**src/rtl/mem_store_ctrl.sv**
```systemverilog
// mem_store_ctrl: store-side bus controller; aligns SB/SH/SW into one or two
// word-aligned byte-enabled writes and stalls the core through oReady.
module mem_store_ctrl #(
    parameter bit ALLOW_MISALIGNED = 1'b1,
    parameter int TIMEOUT_CYCLES   = 255
) (
    input  logic        iCLK,
    input  logic        iRST_n,
    input  logic        iValid,
    output logic        oReady,
    input  logic [2:0]  iFunct3,
    input  logic [31:0] iAddress,
    input  logic [31:0] iData,
    output logic        oMemWrite,
    output logic [31:0] oMemAddr,
    output logic [31:0] oMemWData,
    output logic [3:0]  oMemByteEn,
    input  logic        iMemAck,
    output logic        oDone,
    output logic        oError
);
    localparam logic [2:0] F3_SB = 3'b000;
    localparam logic [2:0] F3_SH = 3'b001;
    localparam logic [2:0] F3_SW = 3'b010;

    typedef enum logic [1:0] {IDLE, BEAT0, BEAT1, ERR} state_t;

    state_t      r_state, w_next;
    logic [31:0] r_base;
    logic [7:0]  r_m8;
    logic [63:0] r_d64;
    logic [15:0] r_cnt;
    logic        r_done;
    logic [1:0]  w_off;
    logic [3:0]  w_mask;
    logic [31:0] w_wdata;
    logic        w_ready, w_busy, w_accept, w_illegal, w_split, w_timeout, w_done;

    always_comb begin
        w_off     = iAddress[1:0];
        w_mask    = iFunct3 == F3_SB ? 4'b0001 : iFunct3 == F3_SH ? 4'b0011 : 4'b1111;
        w_wdata   = iData & {{8{w_mask[3]}}, {8{w_mask[2]}}, {8{w_mask[1]}}, {8{w_mask[0]}}};
        w_illegal = !(iFunct3 == F3_SB || iFunct3 == F3_SH || iFunct3 == F3_SW) ||
                    (!ALLOW_MISALIGNED && ((iFunct3 == F3_SH && w_off[0]) || (iFunct3 == F3_SW && w_off != 2'b00)));
        w_ready   = r_state == IDLE || r_state == ERR;
        w_busy    = r_state == BEAT0 || r_state == BEAT1;
        w_accept  = iValid && w_ready;
        w_split   = r_m8[7:4] != 4'b0000;
        // Counter holds the number of cycles already spent waiting in this beat
        w_timeout = TIMEOUT_CYCLES != 0 && w_busy && !iMemAck && r_cnt == 16'(TIMEOUT_CYCLES - 1);
        w_next    = r_state;
        w_done    = 1'b0;
        case (r_state)
            BEAT0: begin
                if (iMemAck) begin
                    w_next = w_split ? BEAT1 : IDLE;
                    w_done = !w_split;
                end else if (w_timeout) w_next = ERR;
            end
            BEAT1: begin
                if (iMemAck) begin
                    w_next = IDLE;
                    w_done = 1'b1;
                end else if (w_timeout) w_next = ERR;
            end
            default: w_next = w_accept ? (w_illegal ? ERR : BEAT0) : IDLE;
        endcase
    end

    always_ff @(posedge iCLK) begin
        if (!iRST_n) begin
            r_state <= IDLE;
            r_base  <= '0;
            r_m8    <= '0;
            r_d64   <= '0;
            r_cnt   <= '0;
            r_done  <= 1'b0;
        end else begin
            r_state <= w_next;
            r_done  <= w_done;
            r_cnt   <= w_next != r_state ? 16'd0 : r_cnt + 16'd1;
            if (w_accept) begin
                r_base <= {iAddress[31:2], 2'b00};
                r_m8   <= {4'b0000, w_mask} << w_off;
                r_d64  <= {32'b0, w_wdata} << {w_off, 3'b000};
            end
        end
    end

    assign oReady     = w_ready;
    assign oMemWrite  = w_busy;
    assign oMemAddr   = r_state == BEAT1 ? r_base + 32'd4 : r_state == BEAT0 ? r_base : 32'd0;
    assign oMemByteEn = r_state == BEAT1 ? r_m8[7:4] : r_state == BEAT0 ? r_m8[3:0] : 4'd0;
    assign oMemWData  = r_state == BEAT1 ? r_d64[63:32] : r_state == BEAT0 ? r_d64[31:0] : 32'd0;
    assign oDone      = r_done;
    assign oError     = r_state == ERR;
endmodule

```
**config.mk**
```make
export PLATFORM = sky130hd
export DESIGN_NAME = mem_store_ctrl
export DESIGN_NICKNAME = d
export VERILOG_FILES = /design/src/rtl/mem_store_ctrl.sv
export SDC_FILE = /design/constraint.sdc
export NUM_CORES = 1
export LEC_CHECK = 0
export BUFFER_PORTS_ARGS = -buffer_cell sky130_fd_sc_hd__buf_2
export CAP_MARGIN = 20
export CORE_UTILIZATION = 38
export CTS_CLUSTER_DIAMETER = 200
export CTS_CLUSTER_SIZE = 16
export DETAILED_ROUTE_END_ITERATION = 6
export HOLD_SLACK_MARGIN = 0.03
export SLEW_MARGIN = 20
export SYNTH_ARGS = -nofsm -noshare
export SYNTH_HDL_FRONTEND = slang
export SYNTH_SLANG_ARGS = --single-unit
export TNS_END_PERCENT = 20
```
**constraint.sdc**
```tcl
create_clock -name iCLK -period 3.1 [get_ports iCLK]
set_input_delay 0.31 -clock iCLK [delete_from_list [all_inputs] [get_ports iCLK]]
set_output_delay 0.31 -clock iCLK [all_outputs]
set_load 0.01 [all_outputs]
```
**After elaboration in Yosys (flattened, before gate mapping)**

Index checks and enable logic that the tools add are counted.

- Add/subtract/negate cells: 2
- Equality and inequality tests: 7
- Shift-type cells: 2
- Multiplexer cells: 18
- Bitwise operators: 2
- Reduce and logical (&&, ||, !) cells: 13

Operators by type and width:

| kind | number |
|---|---|
| 2-to-1 mux 32 bit | 4 |
| << shifter 32 x 5 -> 64 bit | 1 |
| adder 32 x 3 -> 32 bit, second input constant | 1 |
| AND 32 bit | 1 |
| adder 16 x 1 -> 16 bit, second input constant | 1 |
| equality test 16 x 8 -> 1 bit, second input constant | 1 |
| 2-to-1 mux 4 bit | 4 |
| 2-to-1 mux 2 bit | 6 |
| << shifter 4 x 2 -> 8 bit | 1 |
| equality test 2 bit, second input constant | 2 |
| logical OR 1 bit | 4 |
| one-hot mux 2 bit (2 select lines) | 1 |
| nonzero test 4 bit | 1 |
| equality test 3 x 1 -> 1 bit, second input constant | 1 |
| equality test 3 x 2 -> 1 bit, second input constant | 1 |
| logical AND 1 bit | 3 |
| logical NOT 3 bit | 1 |
| equality test 2 x 1 -> 1 bit, second input constant | 1 |
| logical NOT 1 bit | 2 |
| logical NOT 2 bit | 1 |
| 2-to-1 mux 1 bit | 2 |
| != test 2 bit | 1 |
| one-hot mux 1 bit (2 select lines) | 1 |
| OR reduction 2 bit | 1 |
| inverter 1 bit | 1 |

- Bits in registers: 121
- Input bits: 71
- Output and inout port bits: 72
- Logic and storage cells: 50

**Logic depth before layout (Yosys ltp)**

- Depth in word-level cells: 9
- Depth in mapped cells: 9
- Depth with buffers taken out: 7

**Worst setup path after synthesis**

OpenSTA, ideal clock, no wires.

- Path type: reg-to-output
- Start point: register r_state[1]
- End point: output port oMemAddr[21]
- Arrival time: 1760 ps
- Required time: 2790 ps
- Slack: 1030 ps
- Cell stages (with the launch flop): 7
- Path buffers: 0
- Path through: dfxtp_1 ha_1 nand4_2 nor3_4 nand2_1 nor3_2 mux2i_1

- Cells in the longest elaborated chain, start to end: 3
- Elaborated cells between the ends (all ways): 4
- Those cells by class: eq/ne: 2; mux: 2

RTL lines:

| item | line | source |
|---|---|---|
| start: declaration | 28 | `state_t r_state, w_next;` |
| start signal: assignment | 79 | `r_state <= w_next;` |
| equality test 2 x 1 -> 1 bit | 92 | `assign oMemAddr = r_state == BEAT1 ? r_base + 32'd4 : r_state == BEAT0 ? r_base : 32'd0;` |
| 2-to-1 mux 32 bit | 92 |  |
| 2-to-1 mux 32 bit (*) | 92 |  |
| end: declaration | 15 | `output logic [31:0] oMemAddr,` |

Every way passes the cells marked *; elsewhere a longest branch is shown, timed or not.

**Worst setup path after layout**

- Start point: register r_state[1]
- End point: output port oMemAddr[29]

Same word-level chain as after synthesis.

==> summary.md <==
| Metric | Value |
|---|---|
| Post-Route WL | 17.13 mm |
| Initial Util | 39.35% |
| CP Capture Type | output pin |
| Vias per std cell | 5.140 |
| Core ar. | 0.01531 mm² |
| Die Y | 127.9 µm |
| FF-to-FF Start | r_state[1] |
| Port bufs | 140 |
| Post-DP Area | 0.006830 mm² |
| Switch Pwr | 0.0009434 W |
| 1st-pass router iterations | 6 |
| Clock sinks | 112 |
| Critical path type | reg -> out |
| DR vias | 5659 |
| Setup Viol. Count Final | 0 |
| CTS HTree Levels | 3 |
| Rows | 45 |
| Util after Layout | 46.72% |
| RD Place Congestion | 0.8630 |
| EDFF count, synth | 0 |
| Max-Slew Margin vs Limit | 45.52% |
| Mapped cell area | 0.006027 mm² |
| Worst-case clock buffer depth | 2 |
| Initial antenna violation count | 1 |
| First-pass GRT wire length | 27.68 mm |
| Critical path's slowest cell | dfxtp_1 |
| Post-CTS Setup Bufs | 0 |
| Met1 Use GR | 32.58% |
| Peak VDD IR | 0.0002664 V |
| DR WL/cell | 15.56 µm |
| Netlist cell types | 52 |
| Pwr Density | 467.8 mW/mm² |
| Internal power | 0.002404 W |
| Synthesis-to-layout area growth | 18.70% |
| Reg clk slew, reported paths | 80 ps |
| Synthesized flop and latch total | 112 |
| Worst slack at placement | 537.5 ps |
| Logic gate share of total power | 14.8% |
| Max Cap Violations | 0 |
| Minimum clock period | 2820 ps |
| Status | completed |
| Unrepaired setup endpoints after global routing | false |
| Crit path buf inv count | 1 |
| Dominant cells by area after synthesis | dfxtp_1 (37%), nand2_1 (12%), o21ai_0 (4.6%) |
| Fin crit share | 90.97% |
| Worst slew pin tran | 817.2 ps |
| Worst stage delay on the critical path | 490 ps |
| Fillers | 1627 |
| DP HPWL | 12.11 mm |
| Post-route setup slack | 279.9 ps |
| Post-synth top area cell | dfxtp_1 |
| Largest net degree at the start of global routing | 68 |
| CTS tree | built |
| Max Slew Vio Count | 0 |
| DRC | 0 |
| Post-synth top area share | 37.20% |
| Root buffer cell | clkbuf_16 |
| Grt ovf | 0 |
| Cts bufs inserted | 9 |
| Gr busiest metal | met1 |
| Seq pwr share | 47.2% |
| Setup TNS | 0 ps |
| Worst Hold Launch | iAddress[20] |
| Startpoint Class | flip-flop |
| Async SR Flop Fraction | 0% |
| Most common flop cell mapped by yosys | dfxtp_1 |
| Mapped Cells | 779 |
| Clock share of power | 38.0% |
| Synth top cells by count | nand2_1 (185), dfxtp_1 (112), o21ai_0 (55), nor2b_1 (36), and2_1 (34) |
| Most common cell in the netlist | nand2_1 |
| Final net count | 961 |
| Worst-path cell chain | ha_2 -> nand4_2 -> nor3_4 -> nand3_4 -> nor3_2 -> mux2i_1 -> buf_2 |
| CP required | 2790 ps |
| Final hold vios | 0 |
| Hold Path Class | in -> reg |
| Sequential area share after synthesis | 37.20% |
| Yosys warning total | 0 |
| Setup crit start | r_state[1] |
| Syn_area_per_cell | 7.737 µm² |
| Met2 usage | 30.56% |
| Drt initial violations | 539 |
| I/O Pins | 143 |
| Max Freq | 354.6 MHz |
| Tot GR Track Use | 21.60% |
| Vias in the first global route | 5007 |
| CP delay by family, top | simple AND/OR/NAND/NOR gates |
| P_leak | 2.874 nW |
| CP max FO | 9 |
| Met3 GRT Util | 4.132% |
| Die X | 127.9 µm |
| Area of the die | 0.01637 mm² |
| Net Sw Frac | 28.19% |
| Post-route ant nets | 0 |
| Worst skew pair latency | 360 ps |
| Crit path DAT | 2510 ps |
| Layout Skew | 9.234 ps |
| Layout cells sized above 1 | 20.70% |
| Final instance area | 0.007154 mm² |
## power by group through the flow
stage | Combinational, W | Sequential (W) | Clock (W)
global placement | 0.000490 | 0.00161 | 0
CTS | 0.000494 | 0.00158 | 0.00130
detailed placement | 0.000492 | 0.00161 | 0
global route | 0.000557 | 0.00159 | 0.00137
floorplan | 0.000329 | 0.00159 | 0
finish | 0.000494 | 0.00158 | 0.00127
## layer usage
layer  up-vias  share of wire [%]
li1       2914                  -
met1      2584                 50
met2       145                 42
met3        16                6.1
met4         0                1.6
met5         -                  0
## cell families (layout without fill, tap and decap cells)
group                      Yosys count  in the layout  synth area share [%]
and+or+nand+nor                    371            371                 30.52
DFF                                112            112                 37.20
muxes                               21             21                 3.508
AOI/OAI and AO/OA                  187            187                 20.61
xor gates and xnor gates            16             16                 2.325
other                                1              3               0.06222
buffers and inverters               65            174                 4.526
adders and majority gates            6              6                 1.246
## placed cells by master, fill, tap and decap left out, drive strengths merged, types with 2 or more instances in the layout
master,instances
nor2,33
or2,2
bufinv,2
clkbuf,9
nand2,186
a31oi,4
nor3,15
o21ai,64
clkinvlp,2
a21boi,31
xnor2,7
a21oi,20
nor2b,36
and2,34
nand4,8
a222oi,16
and3,5
clkinv,2
nand2b,3
buf,148
ha,6
conb,2
dfxtp,112
a22oi,16
xor2,9
mux2i,20
o221ai,8
o211ai,11
and4,4
nand3,32
o31ai,11
inv,11
nor3b,9
## area by class of cell
class                      instances  area (µm²)  area share [%]
tap                              211       264.0           3.690
inverter                          10       37.54          0.5247
antenna                            1       2.502         0.03498
sequential                       112        2242           31.34
clock inverter                     7       93.84           1.312
clock buffer                       9       225.2           3.148
timing repair buffer             148       760.7           10.63
multi-input combinational        603        3528           49.32
## state kept, by name, indices dropped and copies added, names as in the netlist
signal and flops:
r_state 2, r_d64 56, oDone 1, r_m8 7, r_base 30, r_cnt 16
## tightest hold or removal path: stages
cell and delay (ps):
buf_2 90, nand2_1 40, a21boi_0 60
## what timing repair did
item | 4_1_cts | 5_1_grt
hold buffers | 0 | 0
gates resized for setup | 0 | 1
setup endpoints to repair | 0 | 6
## path summary, 6_finish.rpt
check,endpoint,slack [ps],cells after the start
max,oMemAddr[29],280,7
min,r_base[20],190,3
max reg2reg,r_cnt[2],690,7
min reg2reg,r_base[31],490,2
## metrics by stage
stage / total power, W / cells / hold WS [ps]
6_report: 0.003347 / 1101 / 190.6
3_3_place_gp: 0.002103 / 1084 / 473.5
2_1_floorplan: 0.001922 / 780 / 428.3
5_1_grt: 0.003519 / 1101 / 186.6
3_5_place_dp: 0.002104 / 1084 / 477.0
4_1_cts: 0.003376 / 1100 / 186.3
Power figures use the tool's default switching activity.
